### src/rtl/mips_cpu_mem_arbiter.sv
// mips_cpu_mem_arbiter
//
// Shares one memory master port between the instruction-fetch and data sides
// of a MIPS core. A three-state FSM (idle, instruction grant, data grant)
// passes the granted requester straight through to memory. Arbitration takes
// one idle cycle. The side that is not granted sees a stall while it requests.
// A stall counter sets a sticky timeout flag when memory has stalled a grant
// for MAX_WAIT cycles. The flag has no effect on arbitration.
//
// Optional feature: define MEM_ARB_ROUND_ROBIN_EN to break ties toward the
// side not granted last. Without it, ties always go to the data side.
//
// Ports:
//   clk, reset (async, active-low)
//   i_read, i_address           -> i_readdata, i_waitrequest   instruction side
//   d_read, d_write, d_address,
//   d_writedata, d_byteenable   -> d_readdata, d_waitrequest   data side
//   m_address, m_read, m_write, m_writedata, m_byteenable      memory master
//   m_readdata, m_waitrequest                                  memory response
//   timeout                                                    sticky stall flag
module mips_cpu_mem_arbiter #(
  parameter int unsigned MAX_WAIT = 255
) (
  input  logic        clk,
  input  logic        reset,
  input  logic        i_read,
  input  logic [31:0] i_address,
  output logic [31:0] i_readdata,
  output logic        i_waitrequest,
  input  logic        d_read,
  input  logic        d_write,
  input  logic [31:0] d_address,
  input  logic [31:0] d_writedata,
  input  logic [3:0]  d_byteenable,
  output logic [31:0] d_readdata,
  output logic        d_waitrequest,
  output logic [31:0] m_address,
  output logic        m_read,
  output logic        m_write,
  output logic [31:0] m_writedata,
  output logic [3:0]  m_byteenable,
  input  logic [31:0] m_readdata,
  input  logic        m_waitrequest,
  output logic        timeout
);

  localparam int unsigned CntW = (MAX_WAIT < 2) ? 1 : $clog2(MAX_WAIT + 1);
  localparam logic [CntW-1:0] MaxCnt = CntW'(MAX_WAIT);

  typedef enum logic [1:0] {StIdle, StGntI, StGntD} state_e;

  state_e          state_q, state_d;
  logic [CntW-1:0] cnt_q, cnt_d;
  logic            timeout_q, timeout_d;
  logic            i_req, d_req;
  logic            granted_strobe;
  logic            tie_to_data;

  assign i_req = i_read;
  assign d_req = d_read | d_write;

`ifdef MEM_ARB_ROUND_ROBIN_EN
  // 1 = data side was granted last; resets to instruction side.
  logic last_data_q, last_data_d;

  assign tie_to_data = ~last_data_q;

  always_comb begin
    last_data_d = last_data_q;
    if (state_q == StIdle && state_d != StIdle) begin
      last_data_d = (state_d == StGntD);
    end
  end

  always_ff @(posedge clk or negedge reset) begin
    if (!reset) begin
      last_data_q <= 1'b0;
    end else begin
      last_data_q <= last_data_d;
    end
  end
`else
  assign tie_to_data = 1'b1;
`endif

  assign granted_strobe = ((state_q == StGntI) && i_req) || ((state_q == StGntD) && d_req);

  // Next state, stall counter and sticky timeout.
  always_comb begin
    state_d   = state_q;
    cnt_d     = cnt_q;
    timeout_d = timeout_q;
    unique case (state_q)
      StIdle: begin
        if (d_req && i_req) begin
          state_d = tie_to_data ? StGntD : StGntI;
        end else if (d_req) begin
          state_d = StGntD;
        end else if (i_req) begin
          state_d = StGntI;
        end
        if (state_d != StIdle) begin
          cnt_d = '0;
        end
      end
      // A dropped strobe aborts. A low waitrequest completes the transfer.
      StGntI: begin
        if (!i_req || !m_waitrequest) begin
          state_d = StIdle;
        end
      end
      StGntD: begin
        if (!d_req || !m_waitrequest) begin
          state_d = StIdle;
        end
      end
      default: state_d = StIdle;
    endcase
    if (granted_strobe && m_waitrequest && cnt_q != MaxCnt) begin
      cnt_d = cnt_q + CntW'(1);
    end
    if (cnt_d == MaxCnt && state_q != StIdle) begin
      timeout_d = 1'b1;
    end
  end

  always_ff @(posedge clk or negedge reset) begin
    if (!reset) begin
      state_q   <= StIdle;
      cnt_q     <= '0;
      timeout_q <= 1'b0;
    end else begin
      state_q   <= state_d;
      cnt_q     <= cnt_d;
      timeout_q <= timeout_d;
    end
  end

  // Outputs decode from state only. Reset therefore drops the strobes at once.
  always_comb begin
    m_address     = '0;
    m_read        = 1'b0;
    m_write       = 1'b0;
    m_writedata   = '0;
    m_byteenable  = '0;
    i_readdata    = '0;
    d_readdata    = '0;
    i_waitrequest = i_req;
    d_waitrequest = d_req;
    unique case (state_q)
      StGntI: begin
        m_address     = i_address;
        m_read        = i_read;
        m_byteenable  = 4'b1111;
        i_readdata    = m_readdata;
        i_waitrequest = m_waitrequest;
      end
      StGntD: begin
        m_address     = d_address;
        m_write       = d_write;
        m_read        = d_read & ~d_write;
        m_writedata   = d_writedata;
        m_byteenable  = d_byteenable;
        d_readdata    = m_readdata;
        d_waitrequest = m_waitrequest;
      end
      default: ;
    endcase
  end

  assign timeout = timeout_q;

endmodule

### config.mk
export PLATFORM = sky130hd
export DESIGN_NAME = mips_cpu_mem_arbiter
export DESIGN_NICKNAME = d
export VERILOG_FILES = /design/src/rtl/mips_cpu_mem_arbiter.sv
export SDC_FILE = /design/constraint.sdc
export NUM_CORES = 1
export LEC_CHECK = 0
export CAP_MARGIN = 25
export CORE_AREA = 2 2 106 108
export CTS_CLUSTER_SIZE = 10
export DETAILED_ROUTE_END_ITERATION = 7
export DIE_AREA = 0 0 108 110
export HOLD_SLACK_MARGIN = 0.03
export PLACE_DENSITY = 0.66
export SYNTH_ARGS = -nofsm -noshare
export SYNTH_HDL_FRONTEND = slang
export SYNTH_SLANG_ARGS = --single-unit
### constraint.sdc
create_clock -name clk -period 2.3 [get_ports clk]
set_input_delay 0.575 -clock clk [delete_from_list [all_inputs] [get_ports clk]]
set_output_delay 0.575 -clock clk [all_outputs]
set_load 0.05 [all_outputs]
# Word level (Yosys, flattened, before mapping)
# Cells that the tools add are included.
# word_totals
n_memories,0
regBits,11
latchBits,0
in_bits,138
ramBits,0
word_cells,48
romBits,0
# op_classes
add_sub_neg,1
mux,19
n_reduce_logical,16
multipliers,0
n_bitwise,3
div,0
shifts,0
order_cmp,0
eq_ne,6
# op_table
cell,count
two-way mux 32 bit,3
one-hot mux 32 bit (2 select lines),1
two-way mux 8 bit,3
two-way mux 2 bit,6
"adder 8 x 1 -> 8 bit, second input constant",1
"== test 8 bit, second input constant",1
"!= test 8 bit, second input constant",1
one-hot mux 4 bit (2 select lines),1
logical AND 1 bit,6
one-hot mux 2 bit (3 select lines),1
"!= test 2 x 1 -> 1 bit, second input constant",2
nonzero test 2 bit,2
zero test 1 bit,3
logical OR 1 bit,3
two-way mux 1 bit,3
"== test 2 x 1 -> 1 bit, second input constant",1
"== test 2 bit, second input constant",1
zero test 2 bit,1
one-hot mux 1 bit (2 select lines),1
AND reduction 2 bit,1
bitwise AND 1 bit,1
inverter 1 bit,1
OR 1 bit,1

# Depth between registers and ports, before layout
# Gate-level depths: netlist (run 1).
# logic_depth
ltp_word,10
mapped_depth,10
depth_no_buf,8

# Worst setup path after synthesis (run 1)
# Ideal clock, no wire load.
# synth_path
path_kind,reg2out
from,register state_q[1]
to,output i_waitrequest
path_stages_with_launch,6
t_required_ps,1725
slack_ps,-302
n_path_buf,2
arrival_time_ps,2027
cell_sequence,dfrtp_1 -> inv_1 -> ha_1 -> buf_2 -> clkbuf_1 -> o21ai_0
# synth_via
elab_chain_cells,2
# synth_rtl
item,line_no,text
start: declaration,52,"state_e state_q, state_d;"
start signal: assignment,129,state_q <= StIdle;
start signal: assignment,133,state_q <= state_d;
== test 2 x 1 -> 1 bit,150,unique case (state_q)
two-way mux 1 bit,150,
end: declaration,29,"output logic i_waitrequest,"
# Every way passes these cells.

# Worst setup path in the final report (run 1)
# layout_path
from,register state_q[0]
to,output m_address[8]
# layout_via
elab_chain_cells,2
# layout_rtl
item,line_no,text
== test 2 bit or == test 2 x 1 -> 1 bit (tied branches),150,
one-hot mux 32 bit (2 select lines) *,150,
end: declaration,37,"output logic [31:0] m_address,"
# Mark *: on every way between the ends. The rest lies on a longest branch, timed or not.

==> impl_metrics.py, run 1 <==
metrics = {
    "detailed_routing": {
        "vias": 3135,
        "drt.antenna.violating_nets": 0,
        "routed_wirelength_um": 14090,
        "drt-vias-per-instance": 4.511,
        "dr.pass1.iters": 4,
        "detail_route.drc_violations": 0,
        "wire_per_inst_um": 20.28,
        "detailedRoute.firstIterationViolations": 107,
    },
    "final_layout": {
        "fin_nets": 697,
        "sequential_cell_area_sq_um": 277.8,
        "final_area_sq_mm": 0.006689,
        "flow.area_growth_from_synthesis_pct": 241.2,
        "fillers": 879,
        "fraction_of_layout_cells_with_a_size_suffix_above_1": 0.4116,
        "area_occupied_by_multi_input_gates_sq_mm": 0.001743,
    },
    "sta": {
        "finalClockSkew_ps": 2.099,
        "final_max_slew_viol_count": 0,
        "post-route-period-util": 0.9870,
        "final_hold_viol_count": 0,
        "achievable_frequency_mhz": 440.5,
        "rsz0062_at_grt": "true",
        "max_slew.worst_pin.slew_ps": 537.0,
        "report.final.setup_viol": 0,
        "maxSlewHeadroom": 0.6409,
        "final_period_minus_worst_setup_slack_ps": 2270,
        "fin_ws_ps": 29.86,
    },
    "placement": {
        "hpwl_um": 11920,
        "place_area_sq_mm": 0.006382,
        "replace_congestion": 0.8799,
        "io_buffers": 274,
        "post-place-ws_ps": -295.2,
    },
    "clocking": {
        "post_cts_hold_buffer_count": 0,
        "cts_tree": "yes",
        "path_clk_slew_ps": 50,
        "clockRootBuffer": "clkbuf_8",
        "ctsHtreeMaxLevel": 1,
        "clkSinkCount": 11,
        "cts_buffer_depth": 2,
        "numCtsBuffers": 3,
        "worst_skew_pair.late_latency_ps": 240,
    },
    "critical_path": {
        "cp.required_ps": 1730,
        "critical_path.n_buffers_inverters": 3,
        "crit_arrival_ps": 1700,
        "cp-startpoint": "state_q[0]$_DFFE_PN0P_",
        "crit_family": "flip-flops",
        "cpMaxStageDelayCell": "dfrtp_2",
        "cp_max_fo": 17,
        "critPathLaunchType": "register",
        "largest_stage_delay_worst_path_ps": 450,
        "critPathKind": "reg -> out",
        "r2r-start": "state_q[0]$_DFFE_PN0P_",
        "setup.worst_path.end_class": "output port",
        "worstPathCellList": "inv_4 > ha_4 > clkbuf_16 > a22oi_1 > nor2b_2 > buf_12",
    },
    "yosys": {
        "main_synth_ff_type": "dfrtp_1",
        "syn_avg_cell_area_sq_um": 7.027,
        "syn_nets": 421,
        "netlist_area_sq_mm": 0.001961,
        "synthDistinctLibCells": 39,
        "post_synth_inst_count": 279,
        "synth-edff-count": 0,
        "synth_warnings": 0,
        "synth.ff_latch_count": 11,
        "ys_seq_area_frac": 0.1404,
        "asyncSetResetFlopFracSynth": 1.000,
    },
    "hold_path": {
        "beginning_of_the_worst_hold_path": "timeout$_DFFE_PN0P_",
        "worstHoldPathType": "reg -> reg",
    },
    "global_routing": {
        "grt_antenna_before_repair": 4,
        "grt_usage": 0.2222,
        "largest_net_degree_at_the_start_of_global_routing": 57,
        "first_global_vias": 3203,
        "gr-total-overflow": 0,
        "global_route_wire_length_before_repair_um": 19690,
    },
    "pwr": {
        "vdd_drop_max_mv": 0.5077,
        "power.static_leakage_uw": 0.002643,
        "cellPowerDensity_mw_per_mm2": 1072,
    },
    "floorplan": {
        "initial_core_util": 0.1833,
        "core_sq_mm": 0.01070,
        "floorplan.die.height_um": 110,
        "die_area_sq_mm": 0.01188,
        "die_width_um": 108,
        "floorplan.rows": 38,
        "num_io_pins": 275,
    },
    "run_status": {
        "status": "complete, no violations",
    },
    "job": {
        "drv_cap": 0,
    },
}
-- synth_stat cells (3+ instances only) --
master	count	area, sq um
a21oi_1	8	40.04
o21a_1	3	22.52
nand3_1	4	20.02
buf_2	4	20.02
nand2_1	9	33.78
ha_1	4	50.05
a22oi_1	32	240.2
and2_1	97	606.8
clkbuf_1	20	75.07
o21ai_0	7	35.03
dfrtp_1	11	275.3
nor2_1	7	26.28
xnor2_1	3	26.28
nand4_1	4	25.02
inv_1	5	18.77
nor2b_1	36	225.2
-- power by group --
part           switching [uW]  internal, uW
Clock                    80.9           120
Sequential               33.0           220
Combinational            3520          3200
Total                    3630          3540
-- worst reg2reg max path, delay by kind of cell, from the launching register on --
kind / cells / cell delay (ps)
DFF: 1 / 450
buffers and inverters: 1 / 90
AOI/OAI and AO/OA: 4 / 670
adders and majority gates: 1 / 280
and+or+nand+nor: 2 / 620
-- worst paths after layout --
check,depth (start not counted),slack (ps),endpoint
hold / removal,1,470,timeout$_DFFE_PN0P_
setup / recovery,6,30,m_address[8]
max in group asynchronous,1,1230,state_q[0]$_DFFE_PN0P_
setup reg to reg,8,140,timeout$_DFFE_PN0P_
min in group asynchronous,1,680,cnt_q[0]$_DFF_PN0_
hold reg to reg,1,470,timeout$_DFFE_PN0P_
-- registers in the layout, indices dropped and copies added, names as in the netlist --
register and flops:
cnt_q 8, timeout 1, state_q 2
-- kinds of logic after synthesis --
family	count (synthesis)	synth area share
and+or+nand+nor	164	0.5048
AOI/OAI and AO/OA	65	0.2425
buffers and inverters	31	0.06765
DFF	11	0.1404
adders and majority gates	4	0.02553
xor gates and xnor gates	3	0.01340
muxes	1	0.005743
-- layout make-up --
cell class / count / area share
multi-input cells: 237 / 0.2606
repair buffers: 297 / 0.6612
inverters: 5 / 0.003180
flip-flops and latches: 11 / 0.04153
clock inverters: 1 / 0.0007482
well taps: 140 / 0.02619
diodes: 1 / 0.0003741
clock buffers: 3 / 0.006173
-- through the flow --
| step | TNS, ps | cells | power (uW) | hold slack [ps] | util |
|---|---|---|---|---|---|
| after global placement | -473.3 | 682 | 6580 | 452.1 | 0.5966 |
| after floorplan | -31.62 | 279 | 3406 | 279.4 | - |
| after detailed placement | -556.3 | 682 | 6629 | 457.4 | 0.5966 |
| final | 0 | 695 | 7174 | 468.2 | 0.6253 |
| after global routing | -407.4 | 694 | 7424 | 491.8 | 0.6250 |
| after CTS | 0 | 687 | 6894 | 472.6 | 0.6067 |
-- metal layers --
layer  vias up  GRT usage  share of wire  wire length, um
met1      1447     0.2495           0.37             5220
met5         -          0         0.0024               34
li1       1499          -              -                -
met3        27    0.09641           0.10             1446
met2       156     0.3850           0.50             7007
met4         6    0.06136          0.027              385
-- layout by cell type, fill, tap and decap left out, types with 2 or more instances in the layout --
master             n
buf_12           139
clkdlybuf4s50_1  135
and2_1            95
nor2b_2           34
a22oi_1           21
buf_4             12
a22oi_2           11
nand2_1            9
dfrtp_1            9
a21oi_1            8
nor2_1             7
o21ai_0            6
nand4_1            4
nand3_1            4
clkbuf_16          4
xnor2_1            3
inv_1              3
clkbuf_8           3
dlygate4sd2_1      3
buf_8              3
nor2b_4            2
o21a_1             2
o211ai_1           2
and2_2             2
ha_1               2
ha_4               2
dfrtp_2            2
-- what timing repair did --
| action | CTS | global route |
|---|---|---|
| endpoints found under the setup margin | 48 | 23 |
| resized for setup | 12 | 20 |
| setup buffers | 0 | 3 |
| cloned | 1 | 4 |
No activity file was read; power rests on OpenSTA's default activity.
==> run 2, diff against run 1 <==
--- a/config.mk
+++ b/config.mk
@@ -7,6 +7,7 @@
 export LEC_CHECK = 0
 export CAP_MARGIN = 25
 export CORE_AREA = 2 2 106 108
+export CTS_CLUSTER_DIAMETER = 200
 export CTS_CLUSTER_SIZE = 10
 export DETAILED_ROUTE_END_ITERATION = 7
 export DIE_AREA = 0 0 108 110
==> results of run 2 <==
The final DEF is identical to that of run 1; final timing and power are the same.
==> run 3, diff against run 2 <==
--- a/config.mk
+++ b/config.mk
@@ -11,6 +11,7 @@
 export CTS_CLUSTER_SIZE = 10
 export DETAILED_ROUTE_END_ITERATION = 7
 export DIE_AREA = 0 0 108 110
+export GPL_TIMING_DRIVEN = 0
 export HOLD_SLACK_MARGIN = 0.03
 export PLACE_DENSITY = 0.66
 export SYNTH_ARGS = -nofsm -noshare
==> impl_metrics.py, run 3 (synthesis results as in run 1) <==
metrics = {
    "critical_path": {
        "critical_path_sink": "m_address[21]",
        "worst-r2r-setup-slack_ps": 110,
        "cp_max_fo": 10,
        "largest_stage_delay_worst_path_ps": 420,
        "crit_arrival_ps": 1740,
        "critical_path.n_buffers_inverters": 4,
        "cp-startpoint": "state_q[0]$_DFFE_PN0P_",
        "r2r-start": "state_q[1]$_DFFE_PN0P_",
        "crit_path_frequent_cell": "buf_4",
        "critPathLaunchType": "register",
        "reg2regPathDepth": 10,
        "cpMaxStageDelayCell": "dfrtp_2",
        "cp.required_ps": 1730,
        "critPathKind": "reg -> out",
        "crit_family": "buffers and inverters",
        "worstPathCellList": "buf_4 > ha_4 > buf_6 > clkbuf_8 > a22oi_1 > nor2b_2 > buf_4",
        "setup.worst_path.end_class": "output port",
        "path_depth": 7,
        "critical_path.reg2reg.endpoint": "timeout$_DFFE_PN0P_",
    },
    "placement": {
        "place_area_sq_mm": 0.004980,
        "replace_congestion": 0.8917,
        "hpwl_um": 11440,
        "io_buffers": 274,
    },
    "final_layout": {
        "flow.area_growth_from_synthesis_pct": 164.1,
        "regMostFlops": "cnt_q",
        "fillers": 1097,
        "final_util": 0.4840,
        "fraction_of_layout_cells_with_a_size_suffix_above_1": 0.4525,
        "layout_common_cells": "clkdlybuf4s50_1, and2_1, buf_4, buf_6",
        "leading_cell_type_in_the_layout_fill_and_taps_excluded": "clkdlybuf4s50_1",
        "largest_register_ff_count": 8,
        "final_area_sq_mm": 0.005177,
        "fin_nets": 711,
        "num_antenna_cells": 0,
    },
    "pwr": {
        "p_sw_frac": 0.6005,
        "pwr-share-clk": 0.035,
        "cellPowerDensity_mw_per_mm2": 1088,
        "power.static_leakage_uw": 0.002285,
        "power.combinational.fraction": 0.920,
        "sequential_group_share_of_total_power": 0.046,
        "vdd_drop_max_mv": 0.5204,
        "p_sw_uw": 3382,
        "internal-power_uw": 2250,
    },
    "floorplan": {
        "initial_core_util": 0.1833,
        "die_width_um": 108,
        "floorplan.rows": 38,
        "die_area_sq_mm": 0.01188,
        "num_io_pins": 275,
        "floorplan.die.height_um": 110,
        "core_sq_mm": 0.01070,
    },
    "clocking": {
        "worst_skew_pair.late_latency_ps": 240,
        "cts_buffer_depth": 2,
        "clockRootBuffer": "clkbuf_8",
        "numCtsBuffers": 3,
        "path_clk_slew_ps": 50,
        "ctsHtreeMaxLevel": 1,
        "cts_tree": "yes",
        "post_cts_hold_buffer_count": 0,
        "clkSinkCount": 11,
    },
    "detailed_routing": {
        "wire_per_inst_um": 19.03,
        "drt.antenna.violating_nets": 0,
        "drt-vias-per-instance": 4.434,
        "vias": 3139,
        "routed_wirelength_um": 13480,
        "detail_route.drc_violations": 0,
        "dr.pass1.iters": 4,
        "detailedRoute.firstIterationViolations": 94,
    },
    "job": {
        "drv_cap": 0,
    },
    "sta": {
        "final_max_slew_viol_count": 0,
        "max_slew.worst_pin.slew_ps": 491.5,
        "maxSlewHeadroom": 0.6713,
        "finalClockSkew_ps": 4.121,
        "rsz0062_at_grt": "true",
        "achievable_frequency_mhz": 432.2,
        "final_hold_viol_count": 0,
        "final_period_minus_worst_setup_slack_ps": 2314,
        "post-route-period-util": 1.006,
        "fin_ws_ps": -13.62,
        "report.final.setup_viol": 1,
    },
    "hold_path": {
        "worstHoldPathType": "reg -> reg",
    },
    "global_routing": {
        "global_route_wire_length_before_repair_um": 18940,
        "first_global_vias": 3188,
        "grt_antenna_before_repair": 1,
        "grt_usage": 0.2125,
        "largest_net_degree_at_the_start_of_global_routing": 12,
        "gr-total-overflow": 0,
    },
    "run_status": {
        "failed_checks": "negative setup slack",
        "status": "finished, violations left",
    },
}
## run 3: metal layers
metal  GRT usage  vias to the layer above  wire (um)
li1            -                     1529          -
met1      0.2713                     1459       5776
met2      0.3562                      138       6392
met3     0.06820                       11       1146
met4     0.03571                        2        147
met5           0                        -         13
## run 3: worst min path at each step
stage	start	to	slack, ps	cells after the start
after global routing	timeout$_DFFE_PN0P_	timeout$_DFFE_PN0P_	520	1
final	timeout$_DFFE_PN0P_	timeout$_DFFE_PN0P_	480	1
after CTS	timeout$_DFFE_PN0P_	timeout$_DFFE_PN0P_	490	1
after detailed placement	timeout$_DFFE_PN0P_	timeout$_DFFE_PN0P_	470	1
after floorplan	reset	cnt_q[0]$_DFF_PN0_	280	0
after global placement	timeout$_DFFE_PN0P_	timeout$_DFFE_PN0P_	460	1
## run 3: repair_timing
item	4_1_cts	5_1_grt
endpoints found under the setup margin	137	124
gates cloned	0	2
endpoints found under the hold margin	0	0
buffers inserted	6	6
gates resized for setup	807	137
pin swaps	1	2
## run 3: power by group through the flow
stage | clock, uW | combinational, uW | sequential, uW
after floorplan | 0 | 3160 | 244
after global placement | 0 | 4810 | 251
after detailed placement | 0 | 4840 | 253
after CTS | 204 | 4850 | 253
after global routing | 216 | 5410 | 260
final | 195 | 5180 | 258
## run 3: layout make-up
type | instances | area [sq um] | area share
Timing Repair Buffer | 288 | 2585 | 0.4993
Multi-Input combinational cell | 237 | 1837 | 0.3548
Sequential cell | 11 | 277.8 | 0.05365
Buffer | 23 | 235.2 | 0.04543
Tap cell | 140 | 175.2 | 0.03383
Clock buffer | 3 | 41.29 | 0.007975
Inverter | 5 | 21.27 | 0.004108
Clock inverter | 1 | 5.005 | 0.0009666
## run 3: per-stage QoR
step / cells / setup slack (ps) / hold WS (ps) / TNS (ps) / power (uW)
2_1_floorplan: 279 / -31.62 / 279.4 / -31.62 / 3406
3_3_place_gp: 693 / -1062 / 456.4 / -96680 / 5065
3_5_place_dp: 693 / -1099 / 473.8 / -102630 / 5094
4_1_cts: 701 / -8.726 / 486.4 / -8.726 / 5307
5_1_grt: 708 / -52.53 / 516.3 / -199.5 / 5888
6_report: 708 / -13.62 / 479.8 / -13.62 / 5632
